$ cat src/rtl/spmv_result_drain.sv
// Collects one SPMV result set into a row buffer, streams the nonzero rows out
// in ascending order under valid/ready, then emits a one-cycle argmax/count summary.
module spmv_result_drain (
   input  logic        clk,
   input  logic        rst_n,
   input  logic        in_valid,
   input  logic [4:0]  in_row,
   input  logic [20:0] in_data,
   input  logic        in_finish,
   output logic        out_valid,
   input  logic        out_ready,
   output logic [4:0]  out_row,
   output logic [20:0] out_data,
   output logic        out_last,
   output logic        sum_valid,
   output logic [4:0]  max_row,
   output logic [20:0] max_data,
   output logic [5:0]  nz_count,
   output logic        busy
);

   typedef enum logic [1:0] {COLLECT, DRAIN, SUMMARY} state_t;

   state_t      state;
   logic [20:0] row_buf [32];
   logic [31:0] nz;
   logic [4:0]  cur_row;

   logic        accept;
   logic [31:0] eff_nz;
   logic [31:0] above;
   logic [4:0]  best_row;
   logic [20:0] best_data;
   logic [20:0] v;
   logic [5:0]  cnt;

   function automatic logic [4:0] lowest(input logic [31:0] m);
      logic [4:0] r;
      r = '0;
      for (int i = 31; i >= 0; i--)
         if (m[i]) r = 5'(i);
      return r;
   endfunction

   assign accept = (state == COLLECT) && (in_valid || in_finish);
   assign above  = nz & ((32'hFFFF_FFFF << cur_row) << 1);

   // Argmax and count are taken over the buffer as it will look after this edge,
   // so overwritten rows (including ones rewritten to zero) are judged by final value.
   always_comb begin
      eff_nz    = nz;
      best_row  = '0;
      best_data = '0;
      cnt       = '0;
      v         = '0;
      if (accept) eff_nz[in_row] = (in_data != 0);
      for (int i = 0; i < 32; i++) begin
         v = (accept && in_row == 5'(i)) ? in_data : row_buf[i];
         if (v > best_data) begin
            best_data = v;
            best_row  = 5'(i);
         end
         cnt = cnt + 6'(eff_nz[i]);
      end
   end

   always_ff @(posedge clk or negedge rst_n) begin
      if (!rst_n) begin
         state    <= COLLECT;
         nz       <= '0;
         cur_row  <= '0;
         max_row  <= '0;
         max_data <= '0;
         nz_count <= '0;
         for (int i = 0; i < 32; i++) row_buf[i] <= '0;
      end else begin
         case (state)
            COLLECT: if (accept) begin
               row_buf[in_row] <= in_data;
               nz[in_row]      <= (in_data != 0);
               if (in_finish) begin
                  if (|eff_nz) begin
                     state   <= DRAIN;
                     cur_row <= lowest(eff_nz);
                  end else begin
                     state    <= SUMMARY;
                     max_row  <= best_row;
                     max_data <= best_data;
                     nz_count <= cnt;
                  end
               end
            end
            DRAIN: if (out_ready) begin
               if (above == '0) begin
                  state    <= SUMMARY;
                  max_row  <= best_row;
                  max_data <= best_data;
                  nz_count <= cnt;
               end else begin
                  cur_row <= lowest(above);
               end
            end
            default: begin
               state    <= COLLECT;
               nz       <= '0;
               cur_row  <= '0;
               max_row  <= '0;
               max_data <= '0;
               nz_count <= '0;
               for (int i = 0; i < 32; i++) row_buf[i] <= '0;
            end
         endcase
      end
   end

   assign out_valid = (state == DRAIN);
   assign out_row   = out_valid ? cur_row : '0;
   assign out_data  = out_valid ? row_buf[cur_row] : '0;
   assign out_last  = out_valid && (above == '0);
   assign sum_valid = (state == SUMMARY);
   assign busy      = (state != COLLECT);

endmodule

$ cat config.mk
export PLATFORM = sky130hd
export DESIGN_NAME = spmv_result_drain
export DESIGN_NICKNAME = d
export VERILOG_FILES = /design/src/rtl/spmv_result_drain.sv
export SDC_FILE = /design/constraint.sdc
export NUM_CORES = 2
export LEC_CHECK = 0
export CAP_MARGIN = 40
export CORE_MARGIN = 5
export CORE_UTILIZATION = 45
export CTS_CLUSTER_SIZE = 40
export DETAILED_ROUTE_END_ITERATION = 6
export PLACE_DENSITY_LB_ADDON = 0.3
export SLEW_MARGIN = 20
export SYNTH_ARGS = -nofsm -noshare
export SYNTH_HDL_FRONTEND = slang
export SYNTH_SLANG_ARGS = --single-unit
$ cat constraint.sdc
create_clock -name clk -period 103.5 [get_ports clk]
set_input_delay 20.7 -clock clk [delete_from_list [all_inputs] [get_ports clk]]
set_output_delay 20.7 -clock clk [all_outputs]
set_load 0.05 [all_outputs]
==> impl_metrics.yaml <==
placed_design:
  dp_worst_setup_slack_ns: 2.089
  dp_hpwl_um: 289300
  gp_congestion: 1.124
  numPortBuffers: 92
cts:
  cts_buffers: 94
  cts_sinks: 743
  path_clk_slew_ns: 0.06
  root_buffer: "clkbuf_16"
  tritoncts: "done"
  htree_levels: 3
  cts_buffer_depth: 3
  hold_buffers: 0
  clk-insertion-delay-late_ns: 0.77
logic_synthesis:
  synth_top_area_share_pct: 26.54
  ys_seq_elements: 743
  ys_warn_count: 0
  synth_nets: 8814
  ys_top_cells_by_area: "dfrtp_1 27%, ha_1 12%, a22o_1 8.1%"
  synth_ff_type: "dfrtp_1"
  synth_common_cells: "1,428 x nand2_1, 743 x dfrtp_1, 659 x ha_1"
  synth_edf_count: 0
  synth-seq-area-share_pct: 26.54
  yosys.area.top_type: "dfrtp_1"
  syn_area_um2: 70070
  synthArstFlopShare_pct: 100.0
  synth_most_common_cell: "nand2_1"
  synthCells: 8100
  yosys.cell_types.count: 103
  syn_area_per_cell_um2: 8.650
sta:
  worst_pin_slew_ns: 1.061
  rsz0062_at_grt: "no"
  fin_crit_ns: 99.85
  hold_viol: 0
  setup_viol: 0
  timing.setup.tns_ns: 0
  period_share_pct: 96.47
  max_clock_freq_mhz: 10.01
  slew_headroom_pct: 28.73
  fin_skew_ns: 0.07582
  setup_slack_ns: 3.649
  maxSlewViolCount: 0
floorplan:
  initial_core_util_pct: 45.38
  pin_count: 93
  die_area_um2: 163700
  core_area_um2: 154400
  dieWidth_um: 404.6
  rows: 144
  die_y_um: 404.6
routing:
  drt_first_pass_iters: 7
  routed_wl_um: 370600
  via_count: 71090
  first_iter_violations: 9529
  avgRoutedWirePerCell_um: 36.40
  drc_errors: 1
  via_per_inst: 6.983
  ant_nets: 0
critical_path:
  critical_path.top_delay_family: "compound AO/OA/AOI/OAI gates"
  reg2reg_depth: 310
  cp_slowest_cell: "clkdlybuf4s50_1"
  crit_type: "primary input to flip-flop"
  r2r-end: "max_data[2]$_DFFE_PN0P_"
  cpPeakStageDelay_ns: 0.75
  path_buf_inv: 52
  reg2reg_from: "state[1]$_DFFE_PN0P_"
  crit_path_end_kind: "flip-flop"
  cp-start-kind: "primary input"
  arrival_ns: 100.47
  ff2ff_setup_slack_ns: 23.17
  cp_data_required_time_ns: 104.12
  critPathMostFrequentCell: "buf_4"
  cp_max_fo: 43
min_path:
  min_from: "max_row[3]$_DFFE_PN0P_"
  whs_path_depth: 1
  min_to: "max_row[3]$_DFFE_PN0P_"
  hold_class: "flip-flop to flip-flop"
grt:
  grt_pass1_vias: 67290
  grt_overflow_total: 0
  antenna_found_initial: 23
  grt_pass1_wl_um: 518100
  grt_max_degree: 136
  track_usage_pct: 43.91
status:
  failed_checks: "DRC"
  outcome: "finished with violations"
finish:
  fill_cells: 14490
  seq_area_um2: 18600
  finalNetCount: 8757
  area_growth_pct: 11.83
  multiInputGateArea_um2: 48010
  drive_above_1_share_pct: 15.05
job:
  drv_cap: 0
## worst max-delay path by stage
stage	from	cells past startpoint	slack, ns	endpoint
6_report	in_row[3]	308	3.65	max_data[2]$_DFFE_PN0P_
5_1_grt	in_row[3]	313	0.03	max_data[15]$_DFFE_PN0P_
4_1_cts	in_row[3]	306	2.64	max_data[15]$_DFFE_PN0P_
3_5_place_dp	in_row[3]	304	2.09	max_data[15]$_DFFE_PN0P_
3_3_place_gp	in_row[0]	304	1.13	max_data[2]$_DFFE_PN0P_
2_1_floorplan	in_row[1]	328	11.22	max_data[9]$_DFFE_PN0P_
## state kept, by name, summed over array words and instances, names as in the netlist
register	flops
cur_row	5
max_data	21
max_row	5
nz	32
nz_count	6
row_buf	672
state	2
## cells by family after synthesis
logic type               synth area share, %
flip-flops                             26.54
XOR/XNOR                             0.03751
buffers and inverters                  5.522
AO/OA/AOI/OAI                          24.00
AND/OR/NAND/NOR                        16.20
multiplexers                           15.25
adder cells (fa/ha/maj)                12.45
## layer usage
metal | part of all wire, % | GRT usage (%) | routed length (um) | vias to the layer above
met4 | 9.7 | 33.51 | 35780 | 10
met2 | 42 | 65.08 | 156300 | 4744
met5 | 0.033 | 0.3801 | 122 | -
li1 | - | - | - | 29990
met1 | 37 | 54.38 | 138200 | 35220
met3 | 11 | 12.06 | 40290 | 1138
## cell type report
type                    count  area share [%]
repair buffers            491           5.693
flip-flops and latches    743           23.74
clock buffers             123           3.372
well taps                2044           3.264
diodes                     16         0.05110
inverters                 350           1.678
clock inverters            51          0.9230
multi-input cells        6363           61.28
## worst reg2reg max path, delay by kind of cell, from the launching register on
family / cells / cell delay (ns)
compound gates: 126 / 31.99
simple gates: 94 / 23.11
buf+inv: 54 / 13.62
fa+ha+maj: 31 / 9.19
mux: 5 / 1.95
flops: 1 / 0.38
## what timing repair did
item,4_1_cts,5_1_grt
gates resized for setup,0,28
endpoints found under the hold margin,0,0
endpoints found under the setup margin,0,26
setup buffers,0,11
## cell usage in the layout, fill, tap and decap left out, types with 19 or more instances in the layout
| master | synthesis | final |
|---|---|---|
| o2bb2ai_1 | 20 | 19 |
| a211oi_1 | 44 | 42 |
| buf_4 | 11 | 348 |
| ha_1 | 659 | 659 |
| and2_1 | 37 | 34 |
| nand3_1 | 200 | 200 |
| nand2_1 | 1428 | 1427 |
| nor2b_1 | 48 | 48 |
| a21oi_1 | 471 | 467 |
| nor3_1 | 97 | 94 |
| clkdlybuf4s50_1 | 0 | 70 |
| a21o_1 | 138 | 137 |
| nand2b_1 | 40 | 40 |
| o211ai_1 | 47 | 47 |
| o31ai_1 | 58 | 55 |
| mux2_2 | 239 | 239 |
| and3_1 | 36 | 35 |
| o21bai_1 | 25 | 24 |
| nand4_1 | 120 | 120 |
| mux2i_1 | 310 | 310 |
| or2_2 | 20 | 20 |
| dfrtp_1 | 743 | 739 |
| o21a_1 | 85 | 85 |
| clkbuf_16 | 0 | 95 |
| o22ai_1 | 51 | 50 |
| nor4_1 | 33 | 24 |
| mux4_2 | 210 | 210 |
| nor2_1 | 398 | 385 |
| o21ai_1 | 63 | 67 |
| a22o_1 | 648 | 648 |
| o21ai_0 | 331 | 320 |
| inv_1 | 339 | 337 |
| a22oi_2 | 18 | 19 |
| o221ai_1 | 20 | 20 |
| a31oi_1 | 79 | 77 |
| fa_1 | 24 | 24 |
| buf_8 | 0 | 20 |
| and4_1 | 20 | 20 |
## per-stage QoR
step	hold WS, ns	std cells	util (%)	instance area [um2]
2_1_floorplan	0.4447	8100	-	70070
3_3_place_gp	0.4571	9924	47.80	73800
3_5_place_dp	0.4732	9969	48.30	74570
4_1_cts	0.4858	10140	50.48	77940
5_1_grt	0.5096	10170	50.72	78320
6_report	0.4814	10180	50.75	78360
Power is left out: the tool's default activity adds up to more than one toggle a clock period on the data nets, which glitch-free logic cannot reach.
